[src/rtl/tx_buffer_serializer_if.sv]
// rtl/tx_buffer_serializer_if.sv - byte-load bus between stimulus generator and tx buffer
//
// Ports (signals):
//   data_in     byte offered for enqueue
//   tx_buff_ld  load strobe, one byte per asserted clk edge
//   buff_empty  FIFO occupancy is zero
//   buff_full   FIFO occupancy equals DEPTH
//   overflow    one-cycle pulse after a dropped load
//   buff_count  current FIFO occupancy
// Modports: master = load driver, slave = tx_buffer_serializer.
interface tx_buffer_serializer_if #(
  parameter int DEPTH = 4
);
  localparam int CW = $clog2(DEPTH + 1);

  logic [7:0]    data_in;
  logic          tx_buff_ld;
  logic          buff_empty;
  logic          buff_full;
  logic          overflow;
  logic [CW-1:0] buff_count;

  modport master (
    output data_in, tx_buff_ld,
    input  buff_empty, buff_full, overflow, buff_count
  );

  modport slave (
    input  data_in, tx_buff_ld,
    output buff_empty, buff_full, overflow, buff_count
  );
endinterface

[src/rtl/tx_buffer_serializer.sv]
// rtl/tx_buffer_serializer.sv - byte FIFO feeding an async serial frame transmitter
//
// Frame: start(0), 8 data bits LSB first, [even parity], stop(1); each bit
// held CLKS_PER_BIT clocks. Optional parity bit enabled by macro TX_PARITY_EN.
//
// Ports:
//   clk            rising-edge clock
//   reset          synchronous, active-low reset
//   bus            load bus (slave modport): data_in/tx_buff_ld in, status out
//   tx_serial_out  registered serial line, idle high
//   tx_busy        high while the FSM is not IDLE
module tx_buffer_serializer #(
  parameter int DEPTH        = 4,
  parameter int CLKS_PER_BIT = 4
) (
  input  logic                   clk,
  input  logic                   reset,
  tx_buffer_serializer_if.slave  bus,
  output logic                   tx_serial_out,
  output logic                   tx_busy
);
  localparam int PW = $clog2(DEPTH);
  localparam int CW = $clog2(DEPTH + 1);
  localparam int BW = (CLKS_PER_BIT > 1) ? $clog2(CLKS_PER_BIT) : 1;
  localparam logic [BW-1:0] BAUD_LAST = BW'(CLKS_PER_BIT - 1);
  localparam logic [CW-1:0] FULL_CNT  = CW'(DEPTH);

`ifdef TX_PARITY_EN
  typedef enum logic [2:0] {IDLE, START, DATA, PARITY, STOP} state_t;
`else
  typedef enum logic [1:0] {IDLE, START, DATA, STOP} state_t;
`endif

  state_t        r_state;
  logic [7:0]    r_mem [DEPTH];
  logic [PW-1:0] r_wr_ptr;
  logic [PW-1:0] r_rd_ptr;
  logic [CW-1:0] r_count;
  logic          r_empty;
  logic          r_full;
  logic          r_overflow;
  logic [7:0]    r_shift;
  logic [BW-1:0] r_baud;
  logic [2:0]    r_bit;
  logic          r_line;
  logic          r_busy;
`ifdef TX_PARITY_EN
  logic          r_parity;
`endif

  logic          w_baud_done;
  logic          w_pop;
  logic          w_push;
  logic          w_drop;
  logic [CW-1:0] w_count_nxt;

  assign w_baud_done = (r_baud == BAUD_LAST);
  // Pops happen only when the shift register is free: in IDLE, or on the
  // last stop-bit clock so the next start bit follows with no idle gap.
  assign w_pop  = (r_count != '0) &&
                  ((r_state == IDLE) || ((r_state == STOP) && w_baud_done));
  // A full FIFO still accepts a load when the head leaves the same cycle.
  assign w_push = bus.tx_buff_ld && ((r_count != FULL_CNT) || w_pop);
  assign w_drop = bus.tx_buff_ld && !w_push;

  always_comb begin
    w_count_nxt = r_count;
    case ({w_push, w_pop})
      2'b10:   w_count_nxt = r_count + 1'b1;
      2'b01:   w_count_nxt = r_count - 1'b1;
      default: w_count_nxt = r_count;
    endcase
  end

  // Storage needs no reset: pointers and count define what is valid.
  always_ff @(posedge clk) begin
    if (reset && w_push) begin
      r_mem[r_wr_ptr] <= bus.data_in;
    end
  end

  always_ff @(posedge clk) begin
    if (!reset) begin
      r_state    <= IDLE;
      r_wr_ptr   <= '0;
      r_rd_ptr   <= '0;
      r_count    <= '0;
      r_empty    <= 1'b1;
      r_full     <= 1'b0;
      r_overflow <= 1'b0;
      r_shift    <= '0;
      r_baud     <= '0;
      r_bit      <= '0;
      r_line     <= 1'b1;
      r_busy     <= 1'b0;
`ifdef TX_PARITY_EN
      r_parity   <= 1'b0;
`endif
    end else begin
      r_overflow <= w_drop;
      r_count    <= w_count_nxt;
      r_empty    <= (w_count_nxt == '0);
      r_full     <= (w_count_nxt == FULL_CNT);
      if (w_push) begin
        r_wr_ptr <= r_wr_ptr + 1'b1;
      end

      // The line is driven from the current state, so it trails the
      // state register by one clock; every bit keeps its full width.
      case (r_state)
        IDLE: begin
          r_line <= 1'b1;
          r_baud <= '0;
          r_bit  <= '0;
          if (w_pop) begin
            r_state <= START;
            r_busy  <= 1'b1;
          end
        end
        START: begin
          r_line <= 1'b0;
          if (w_baud_done) begin
            r_baud  <= '0;
            r_state <= DATA;
          end else begin
            r_baud <= r_baud + 1'b1;
          end
        end
        DATA: begin
          r_line <= r_shift[0];
          if (w_baud_done) begin
            r_baud  <= '0;
            r_shift <= {1'b0, r_shift[7:1]};
            if (r_bit == 3'd7) begin
              r_bit <= '0;
`ifdef TX_PARITY_EN
              r_state <= PARITY;
`else
              r_state <= STOP;
`endif
            end else begin
              r_bit <= r_bit + 3'd1;
            end
          end else begin
            r_baud <= r_baud + 1'b1;
          end
        end
`ifdef TX_PARITY_EN
        PARITY: begin
          r_line <= r_parity;
          if (w_baud_done) begin
            r_baud  <= '0;
            r_state <= STOP;
          end else begin
            r_baud <= r_baud + 1'b1;
          end
        end
`endif
        STOP: begin
          r_line <= 1'b1;
          if (w_baud_done) begin
            r_baud  <= '0;
            r_state <= w_pop ? START : IDLE;
            r_busy  <= w_pop;
          end else begin
            r_baud <= r_baud + 1'b1;
          end
        end
        default: begin
          r_state <= IDLE;
          r_line  <= 1'b1;
          r_busy  <= 1'b0;
        end
      endcase

      if (w_pop) begin
        r_rd_ptr <= r_rd_ptr + 1'b1;
        r_shift  <= r_mem[r_rd_ptr];
`ifdef TX_PARITY_EN
        r_parity <= ^r_mem[r_rd_ptr];
`endif
      end
    end
  end

  assign tx_serial_out  = r_line;
  assign tx_busy        = r_busy;
  assign bus.buff_empty = r_empty;
  assign bus.buff_full  = r_full;
  assign bus.overflow   = r_overflow;
  assign bus.buff_count = r_count;
endmodule
[src/flat_wrapper.sv]
// flat-port wrapper written by rule: the top's interface ports become plain ports
module tx_buffer_serializer_flat 
#(
  parameter int DEPTH        = 4,
  parameter int CLKS_PER_BIT = 4
)
  (clk, reset, tx_serial_out, tx_busy, bus_data_in, bus_tx_buff_ld, bus_buff_empty, bus_buff_full, bus_overflow, bus_buff_count);
  tx_buffer_serializer_if #(.DEPTH(DEPTH)) bus_i ();
  input  logic clk;
  input  logic reset;
  output logic tx_serial_out;
  output logic tx_busy;
  input wire logic [$bits(bus_i.data_in)-1:0] bus_data_in;
  input wire logic [$bits(bus_i.tx_buff_ld)-1:0] bus_tx_buff_ld;
  output wire logic [$bits(bus_i.buff_empty)-1:0] bus_buff_empty;
  output wire logic [$bits(bus_i.buff_full)-1:0] bus_buff_full;
  output wire logic [$bits(bus_i.overflow)-1:0] bus_overflow;
  output wire logic [$bits(bus_i.buff_count)-1:0] bus_buff_count;
  assign bus_i.data_in = bus_data_in;
  assign bus_i.tx_buff_ld = bus_tx_buff_ld;
  assign bus_buff_empty = bus_i.buff_empty;
  assign bus_buff_full = bus_i.buff_full;
  assign bus_overflow = bus_i.overflow;
  assign bus_buff_count = bus_i.buff_count;
  tx_buffer_serializer #(.DEPTH(DEPTH), .CLKS_PER_BIT(CLKS_PER_BIT)) u_core (.clk(clk), .reset(reset), .bus(bus_i), .tx_serial_out(tx_serial_out), .tx_busy(tx_busy));
endmodule
[config.mk]
export PLATFORM = sky130hd
export DESIGN_NAME = tx_buffer_serializer_flat
export DESIGN_NICKNAME = d
export VERILOG_FILES = /design/src/rtl/tx_buffer_serializer_if.sv /design/src/rtl/tx_buffer_serializer.sv /design/src/flat_wrapper.sv
export SDC_FILE = /design/constraint.sdc
export NUM_CORES = 1
export LEC_CHECK = 0
export BUFFER_PORTS_ARGS = -buffer_cell sky130_fd_sc_hd__buf_2
export CORE_MARGIN = 4
export CORE_UTILIZATION = 30
export CTS_CLUSTER_SIZE = 16
export DETAILED_ROUTE_END_ITERATION = 6
export GPL_TIMING_DRIVEN = 0
export SLEW_MARGIN = 10
export SYNTH_ARGS = -nofsm -noshare
export SYNTH_HDL_FRONTEND = slang
export SYNTH_SLANG_ARGS = --single-unit
[constraint.sdc]
create_clock -name clk -period 3.1 [get_ports clk]
set_clock_uncertainty 0.1 [all_clocks]
set_input_delay 0.155 -clock clk [delete_from_list [all_inputs] [get_ports clk]]
set_output_delay 0.155 -clock clk [all_outputs]
set_load 0.02 [all_outputs]
# Yosys cells after proc, flatten, opt, wreduce, memory -nomap -nowiden
# Memory sizes are Yosys's and may differ from the RTL's. A register that Yosys moved wholly into a read port is not among the register bits.
# Cells that the tools add are included.
[word_totals]
input_bits = 11
regBits = 27
word_cells = 78
n_memories = 1
ram_bits = 32
output_inout_bits = 8
[mem_list]
columns = ["memory", "depth", "width", "rd", "rd_ports_with_merged_regs", "write_ports", "line_no", "source"]
rows = [
  ["u_core.r_mem", 4, 8, 1, 1, 1, "tx_buffer_serializer.sv:35", "logic [7:0] r_mem [DEPTH];"],
]
[classes]
n_mux = 24
addsub = 6
n_reduce_logical = 21
n_eq_ne = 14
[op_table]
columns = ["op", "n"]
rows = [
  ["2-to-1 mux 8 bit", 3],
  ["2-to-1 mux 2 bit", 8],
  ["case mux 3 bit (2 select lines)", 2],
  ["!= test 2 x 1 -> 1 bit (second input constant)", 5],
  ["equality test 2 bit (second input constant)", 4],
  ["case mux 2 bit (4 select lines)", 1],
  ["nonzero test 2 bit", 4],
  ["adder 2 x 1 -> 2 bit (second input constant)", 3],
  ["adder 3 x 1 -> 3 bit (second input constant)", 2],
  ["equality test 3 bit (second input constant)", 2],
  ["2-to-1 mux 3 bit", 2],
  ["logical AND 1 bit", 5],
  ["2-to-1 mux 1 bit", 5],
  ["AND reduction 5 bit", 1],
  ["equality test 2 x 1 -> 1 bit (second input constant)", 2],
  ["case mux 2 bit (2 select lines)", 1],
  ["AND reduction 2 bit", 2],
  ["logical NOT 3 bit", 1],
  ["!= test 3 bit (second input constant)", 1],
  ["case mux 1 bit (3 select lines)", 1],
  ["AND reduction 3 bit", 1],
  ["nonzero test 3 bit", 1],
  ["OR reduction 3 bit", 1],
  ["subtractor 3 x 1 -> 3 bit (second input constant)", 1],
  ["other kinds (5)", 6],
]

# Logic depth before layout (Yosys ltp)
# Gate-level depths: netlist of the first run.
[depth]
depth_word = 9
depth_mapped = 10
depth_no_buf = 9

# Worst setup path before layout of the first run
# OpenSTA, ideal clock, no wires.
[synth_path]
path_type = "register to register"
startpoint = "reg u_core.r_state[0]"
endpoint = "reg u_core.r_full (netlist: u_core.bus.buff_full)"
path_slack_ns = 0.406
path_stages_with_launch = 11
period_less_slack_ns = 2.694
setup_ns = 0.121
arrival_time_ns = 2.473
t_required_ns = 2.879
n_path_buf = 1
cell_sequence = "dfxtp_1 -> inv_1 -> ha_1 -> buf_2 -> a21oi_2 -> or3_1 -> fa_1 -> nor2b_1 -> nor4b_1 -> o41a_1 -> nor2b_1"
[synth_between]
elab_chain_len = 9
elab_cells_between_ends = 11
cone_classes = "4 x eq/ne; 1 x mux; 6 x reduce/logical"
[synth_lines]
columns = ["item", "line_no", "source"]
rows = [
  ["start: declaration", "tx_buffer_serializer.sv:34", "state_t r_state;"],
  ["start signal: assignment", "tx_buffer_serializer.sv:163", "r_state <= w_pop ? START : IDLE;"],
  ["equality test 2 bit", "tx_buffer_serializer.sv:61", "((r_state == IDLE) || ((r_state == STOP) && w_baud_done));"],
  ["logical AND 1 bit", "tx_buffer_serializer.sv:61", ""],
  ["logical OR 1 bit (*)", "tx_buffer_serializer.sv:61", ""],
  ["logical AND 1 bit (*)", "tx_buffer_serializer.sv:60", "assign w_pop = (r_count != '0) &&"],
  ["logical OR 1 bit", "tx_buffer_serializer.sv:63", "assign w_push = bus.tx_buff_ld && ((r_count != FULL_CNT) || w_pop);"],
  ["logical AND 1 bit", "tx_buffer_serializer.sv:63", ""],
  ["equality test 2 x 1 -> 1 bit / equality test 2 bit (equally long branches)", "tx_buffer_serializer.sv:68", "case ({w_push, w_pop})"],
  ["case mux 3 bit (2 select lines) (*)", "tx_buffer_serializer.sv:68", ""],
  ["equality test 3 bit (*)", "tx_buffer_serializer.sv:103", "r_full <= (w_count_nxt == FULL_CNT);"],
  ["end signal: assignment", "tx_buffer_serializer.sv:103", ""],
  ["end: declaration", "tx_buffer_serializer.sv:40", "logic r_full;"],
]
# Mark *: on every way between the ends. The rest lies on a longest branch, timed or not.
# A chain may end at the register's enable or synchronous reset.

# Worst setup path after layout of the first run
# Ends and elaborated chain as after synthesis.

==> results of run 1 <==
[synth_stat cells, types with 3 or more instances]
cell | n | share of area [%]
nand3_1 | 16 | 2.9
clkbuf_1 | 6 | 0.83
edfxtp_1 | 32 | 35
nor2b_1 | 9 | 2.1
a21oi_1 | 4 | 0.73
buf_2 | 4 | 0.73
o211a_1 | 7 | 2.6
xnor2_1 | 4 | 1.3
mux2i_1 | 5 | 1.8
mux4_2 | 8 | 6.6
nand2_1 | 15 | 2.1
o21ai_0 | 4 | 0.73
ha_1 | 13 | 6.0
and2_1 | 8 | 1.8
nor3_1 | 4 | 0.73
a32oi_1 | 3 | 0.96
dfxtp_1 | 29 | 21
inv_1 | 7 | 0.96
nor2_1 | 5 | 0.69
[path summary, 6_finish.rpt]
check                                                    start                         endpoint
worst max register to register  u_core.r_state[0]$_SDFFE_PN0P_  u_core.bus.buff_full$_SDFF_PN0_
worst min-delay path                            bus_tx_buff_ld   u_core.bus.overflow$_SDFF_PN0_
worst max-delay path            u_core.r_state[0]$_SDFFE_PN0P_  u_core.bus.buff_full$_SDFF_PN0_
worst min register to register     u_core.r_baud[0]$_SDFF_PP0_      u_core.r_baud[0]$_SDFF_PP0_
[stage by stage]
step                power (uW)  util (%)  area [sq um]  hold slack [ns]  worst slack [ns]
floorplan                 1806         -          2725           0.1539            0.4057
global placement          2007     33.61          2945           0.2671            0.1899
CTS                       2746     36.92          3236          0.04921            0.1638
global route              2935     36.95          3238          0.08171           0.02563
finish                    2716     36.95          3238          0.07765            0.1971
detailed placement        2020     33.61          2945           0.2750            0.1664
[cells in the final DEF (no fill, tap or decap), types with 5 or more instances in the layout]
cell	synthesis	layout
and2_1	8	8
buf_2	4	20
clkbuf_1	6	6
clkbuf_8	0	9
dfxtp_1	29	29
dlygate4sd3_1	0	9
edfxtp_1	32	32
ha_1	13	13
inv_1	7	7
mux2i_1	5	5
mux4_2	8	8
nand2_1	15	15
nand3_1	16	16
nor2_1	5	5
nor2b_1	9	9
o211a_1	7	7
[worst max-delay path, cell delays in order, from the launching register on]
cell and delay [ns]:
dfxtp_1 0.43, ha_1 0.37, a21oi_2 0.16, or3_1 0.40, fa_1 0.42, nor2b_1 0.17, nor4b_1 0.15, o41a_1 0.44
nor2b_1 0.14
[layout make-up]
type	instances	area, sq um	share of cell area (%)
sequential	61	1541	47.60
tap	108	135.1	4.173
multi-input combinational	132	1100	33.96
buffer	12	60.06	1.855
inverter	7	26.28	0.8114
clock inverter	7	76.32	2.357
timing repair buffer	26	175.2	5.410
clock buffer	9	123.9	3.825
[flip-flops by register name, indices dropped and copies added (netlist names), 2 cells and up, named ones only]
signal and cells:
u_core.r_state 2, u_core.r_mem 32, u_core.bus.buff_count 3, u_core.r_rd_ptr 2, u_core.r_shift 8, u_core.r_bit 3, u_core.r_wr_ptr 2, u_core.r_baud 2
[repair_timing]
item / in CTS / in global routing
gates resized for setup: 0 / 1
endpoints found under the hold margin: 33 / 0
hold buffers: 9 / 0
setup endpoints to repair: 0 / 1
[metal layers]
| layer | share of wire, % | global-route usage (%) |
|---|---|---|
| met5 | 0 | 0 |
| met2 | 47 | 16.58 |
| met3 | 5.3 | 3.957 |
| met4 | 2.0 | 5.179 |
| met1 | 45 | 14.32 |
[cells by family after synthesis]
family	share of synthesized area, %
buffers and inverters	3.076
AOI/OAI and AO/OA	10.15
muxes	8.448
xor gates and xnor gates	1.285
and+or+nand+nor	13.77
DFF	56.57
adders and majority gates	6.704
[report_power, final]
group	switching [uW]	internal [uW]	total, uW
sequential	77.3	978	1050
combinational	527	424	952
clock	336	373	709
==> results.cfg, run 1 <==
[layout]
nFillCells = 857
antennaDiodeCount = 0
stdcell_count = 362
area_delta_synth_final_pct = 18.82
drive_gt1_share_pct = 22.44
nets = 274

[clock_tree]
cts-root-buf = clkbuf_8
cts_buffers = 9
cts_tree = built
cts_htree_levels = 3
post-cts-setup-buffers = 0
clkTransAtPathRegs_ns = 0.07
numClockSinks = 61
clockBufferDepth = 2
insertion_delay_ns = 0.34

[die]
core_sq_mm = 0.008763
initial_core_util_pct = 31.10
io_pins = 19
die_y_microns = 103.3
rows = 34
dieArea_sq_mm = 0.01067
dieWidth_microns = 103.3

[yosys]
synth-main-ff-cell = edfxtp_1
synth_cells = 212
avgSynthCellArea_sq_um = 12.85
yosys_warnings = 0
synth_nets = 237
syn_area_sq_mm = 0.002725
synth_edf_count = 32
synth.distinct_cells = 41
yosysSeqAreaShare_pct = 56.57
async_flop_share_pct = 0
synth-seq-cells = 61

[worst_setup_path]
cp.arrival_ns = 3.03
r2r_slack_ns = 0.20
worst_ep_required_time_ns = 3.23
cp_max_fo = 7
reg2reg_depth = 8
end_kind = flip-flop
cp-start-kind = flip-flop
critPathKind = flip-flop to flip-flop

[drt]
totalWireLength_mm = 5.024
detail_route.vias_per_cell = 4.765
drc = 0
first_iter_violations = 77
antenna_left = 0
drt_pass1_iterations = 4
vias = 1725
drt-wirelength-per-cell_microns = 13.88

[timing]
clock.fmax_mhz = 344.5
setup_viol = 0
min_period_ns = 2.903
final.setup.tns_ns = 0
worst_slew_pin_slew_ns = 0.5190
slew_headroom_pct = 65.40
drv_slew = 0
rsz0062_at_grt = false
timing.final.crit_share_pct = 93.64
hold_violations = 0

[power]
pwr_density_cell_mw_per_mm2 = 838.7
leakagePower_uw = 0.001226
vdd_drop_max_v = 0.0003310

[global_route]
antenna_found_initial = 0
grt_overflow_total = 0
grt_pass1_wl_mm = 8.756
grt_max_degree = 13
grt_pass1_vias = 1745
grt_usage_pct = 11.07

[min_path]
hold_depth = 3
hp-class = input port to flip-flop

[place]
dp_cells = 337
io_buffers = 17
place_congestion = 0.7781
dpl.hpwl_mm = 3.370

[outcome]
status = finished clean

[run]
maxCapViolations = 0
Note: power is estimated with default switching activity, not from simulation.
==> run 2, diff against run 1 <==
Settings changed: CORE_UTILIZATION 30 to 40.
==> results.cfg, run 2 (same netlist as run 1, synthesis figures left out) <==
[drt]
detail_route.vias_per_cell = 5.130
drt_pass1_iterations = 4
totalWireLength_mm = 4.850
first_iter_violations = 76
drc = 0
vias = 1698
drt-wirelength-per-cell_microns = 14.65
antenna_left = 0

[layout]
area_delta_synth_final_pct = 17.45
final_common_cell = edfxtp_1
nFillCells = 602
nets = 274
reg.largest.list = u_core.r_mem x32, u_core.r_shift x8
drive_gt1_share_pct = 22.44
antennaDiodeCount = 0
layout_common_cells = edfxtp_1, dfxtp_1, buf_2
largest_register_ffs = 32
design_area_sq_mm = 0.003201
multi_input_comb_area_sq_mm = 0.001100
top_register = u_core.r_mem
seq_area_sq_mm = 0.001541
final_util_pct = 49.28

[timing]
timing.final.crit_share_pct = 95.09
hold_slack_ns = 0.06775
slew_headroom_pct = 67.46
min_period_ns = 2.948
drv_slew = 0
rsz0062_at_grt = false
hold_violations = 0
worst_slew_pin_slew_ns = 0.4882
setup_viol = 0
finalWorstSetupSlack_ns = 0.1523
final.setup.tns_ns = 0
clock.fmax_mhz = 339.2

[place]
place_ws_ns = 0.1562
dpl.hpwl_mm = 3.205
io_buffers = 17
detailed_place.area_sq_mm = 0.002907
place_congestion = 0.8118

[min_path]
hp-class = input port to flip-flop

[die]
die_y_microns = 90.54
io_pins = 19
dieArea_sq_mm = 0.008197
initial_core_util_pct = 41.96
dieWidth_microns = 90.54
core_sq_mm = 0.006495
rows = 29

[clock_tree]
numClockSinks = 61
insertion_delay_ns = 0.34
cts_htree_levels = 3
cts-root-buf = clkbuf_8
clkTransAtPathRegs_ns = 0.08
cts_buffers = 9
cts_tree = built
post-cts-setup-buffers = 0
clockBufferDepth = 2

[power]
p_seq_share_pct = 38.7
pwr_density_cell_mw_per_mm2 = 850.1
power.switching_uw = 937.5
vdd_drop_max_v = 0.0003862
intPower_uw = 1783
leakagePower_uw = 0.001232
p_comb_share_pct = 34.9
swShare_pct = 34.46
clockPowerShare_pct = 26.4

[worst_setup_path]
cp-start-kind = flip-flop
timing.critical_path.mode_cell = nor2b_1
crit_chain = ha_1 -> a21oi_2 -> or3_1 -> fa_1 -> nor2b_1 -> nor4b_1 -> o41a_1 -> nor2b_1
end_kind = flip-flop
critPathKind = flip-flop to flip-flop
crit_slowest_cell = dfxtp_1
worst_ep_required_time_ns = 3.23
cp_max_fo = 7
cpPeakStageDelay_ns = 0.44
cp.buffers_inverters = 0
cp.arrival_ns = 3.07
critical_path.top_delay_family = simple AND/OR/NAND/NOR gates

[global_route]
grt_pass1_wl_mm = 8.107
grt_overflow_total = 0
grt_max_degree = 14
grt_usage_pct = 13.02
grt_pass1_vias = 1654
antenna_found_initial = 0

[run]
maxCapViolations = 0

[outcome]
status = finished clean
-- run 2: worst min-delay path, stage by stage --
cell	delay (ns)
buf_2	0.16
nand2_1	0.09
nor3_1	0.05
-- run 2: stage by stage --
stage / cells / power (uW)
6_report: 331 / 2721
5_1_grt: 331 / 2929
4_1_cts: 331 / 2753
3_5_place_dp: 306 / 2014
3_3_place_gp: 306 / 2010
2_1_floorplan: 212 / 1806
-- run 2: cell type report --
cell class,count,area share (%)
Clock inverter,7,2.424
Multi-Input combinational cell,132,34.36
Clock buffer,9,3.870
Sequential cell,61,48.16
Inverter,7,0.8210
Timing Repair Buffer,26,5.473
Buffer,12,1.876
Tap cell,77,3.010
-- run 2: path summary, 6_finish.rpt --
check	startpoint	end	slack (ns)	cells after the start
max	u_core.r_state[0]$_SDFFE_PN0P_	u_core.bus.buff_full$_SDFF_PN0_	0.15	8
min	bus_tx_buff_ld	u_core.bus.overflow$_SDFF_PN0_	0.07	3
max reg2reg	u_core.r_state[0]$_SDFFE_PN0P_	u_core.bus.buff_full$_SDFF_PN0_	0.15	8
min reg2reg	u_core.r_baud[0]$_SDFF_PP0_	u_core.r_baud[0]$_SDFF_PP0_	0.34	1
-- run 2: metal layers --
layer	track usage, %	share of wire [%]	wire (microns)
met1	16.04	48	2306
met5	0	0	0
met3	5.583	4.4	211
met2	20.20	47	2276
met4	4.974	1.1	55
-- run 2: power by group through the flow --
stage          registers, uW  clock network (uW)  logic, uW
2_1_floorplan           1100                   0        710
3_3_place_gp            1070                   0        940
3_5_place_dp            1070                   0        941
4_1_cts                 1050                 740        958
5_1_grt                 1070                 785       1070
6_report                1050                 717        950
-- run 2: timing repair --
item	4_1_cts	5_1_grt
setup endpoints to repair	0	1
hold endpoints to repair	33	0
hold buffers	9	0
resized for setup	0	1
==> run 3, diff against run 2 <==
Clock period 3.1 ns to 2.7 ns, I/O delays scaled along.
==> results.cfg, run 3 (same netlist as run 1, synthesis figures left out) <==
[global_route]
grt_usage_pct = 13.13
grt_overflow_total = 0
grt_pass1_wl_mm = 8.197
grt_max_degree = 14
antenna_found_initial = 0
grt_pass1_vias = 1661

[drt]
first_iter_violations = 79
vias = 1730
antenna_left = 0
drt_pass1_iterations = 4
drt-wirelength-per-cell_microns = 14.74
detail_route.vias_per_cell = 5.134
totalWireLength_mm = 4.966
drc = 0

[timing]
drv_slew = 0
clock.fmax_mhz = 384.1
finalWorstSetupSlack_ns = 0.09676
worst_slew_pin_slew_ns = 0.4873
setup_viol = 0
timing.final.crit_share_pct = 96.42
hold_violations = 0
slew_headroom_pct = 67.51
rsz0062_at_grt = false
final.setup.tns_ns = 0
min_period_ns = 2.603

[power]
vdd_drop_max_v = 0.0004485
pwr_density_cell_mw_per_mm2 = 986.3
leakagePower_uw = 0.001267
finalPower_uw = 3253

[worst_setup_path]
end_kind = flip-flop
critPathKind = flip-flop to flip-flop
worst_ep_required_time_ns = 2.83
cp_max_fo = 6
startpoint = u_core.r_state[0]$_SDFFE_PN0P_
cp.arrival_ns = 2.73
reg2reg_from = u_core.r_state[0]$_SDFFE_PN0P_
cp-start-kind = flip-flop

[die]
dieArea_sq_mm = 0.008197
dieWidth_microns = 90.54
initial_core_util_pct = 41.96
die_y_microns = 90.54
rows = 29
core_sq_mm = 0.006495
io_pins = 19

[clock_tree]
cts_tree = built
clockBufferDepth = 2
insertion_delay_ns = 0.34
cts-root-buf = clkbuf_8
cts_buffers = 9
numClockSinks = 61
clkTransAtPathRegs_ns = 0.08
cts_htree_levels = 3

[layout]
reg.largest.list = u_core.r_mem x32, u_core.r_shift x8
nets = 280
top_register = u_core.r_mem
largest_register_ffs = 32
final_util_pct = 50.78
antennaDiodeCount = 0
area_delta_synth_final_pct = 21.03
final_common_cell = edfxtp_1
layout_common_cells = edfxtp_1, dfxtp_1, buf_2
drive_gt1_share_pct = 27.31

[place]
place_ws_ns = -0.2438
io_buffers = 17
dpl.hpwl_mm = 3.205
place_congestion = 0.8118

[min_path]
hp-class = input port to flip-flop
min-delay-start = bus_tx_buff_ld

[run]
maxCapViolations = 0

[outcome]
status = finished clean
## run 3: report_power, final
group | internal [uW] | switching [uW] | total (uW) | leakage (uW)
clock | 437 | 387 | 824 | 0.000101
combinational | 564 | 635 | 1200 | 0.000636
sequential | 1130 | 98.7 | 1230 | 0.000530
## run 3: final cells by class
cell class,instances,area (sq um)
fillers,596,3197
flip-flops and latches,61,1549
multi-input cells,132,1140
repair buffers,33,227.7
clock buffers,9,123.9
well taps,77,96.34
clock inverters,7,77.57
plain buffers,11,52.55
inverters,7,31.28
## run 3: timing repair
action                                  in CTS  in global routing
pin swaps                                    0                  6
hold buffers                                 9                  0
endpoints found under the hold margin       33                  0
endpoints found under the setup margin       3                  2
gates resized for setup                     11                  6
setup buffers                                1                  6
## run 3: worst paths after layout
kind | cells after the start | end | slack, ns
setup / recovery | 8 | u_core.bus.buff_full$_SDFF_PN0_ | 0.1
hold / removal | 3 | u_core.bus.overflow$_SDFF_PN0_ | 0.05
setup reg to reg | 8 | u_core.bus.buff_full$_SDFF_PN0_ | 0.1
hold reg to reg | 1 | u_core.r_baud[0]$_SDFF_PP0_ | 0.34
## run 3: worst max-delay path, stage by stage, from the launching register on
cell,delay [ns]
dfxtp_4,0.40
ha_4,0.19
a21oi_4,0.09
or3_4,0.41
fa_2,0.39
a211oi_2,0.22
a221oi_2,0.09
o41a_1,0.45
nor2b_1,0.15
## run 3: layer usage
| layer | global-route usage, % | share of wire (%) | wire length (microns) |
|---|---|---|---|
| met1 | 16.25 | 46 | 2289 |
| met3 | 5.583 | 4.9 | 245 |
| met4 | 4.974 | 1.1 | 55 |
| met2 | 20.32 | 48 | 2376 |
| met5 | 0 | 0 | 0 |
## run 3: per-stage QoR
stage               hold slack [ns]  area, sq um  instances
floorplan                    0.1339         2725        212
global placement             0.2538         2907        306
detailed placement           0.2554         2907        306
CTS                         0.03131         3237        332
global route                0.05111         3298        337
finish                      0.04847         3298        337
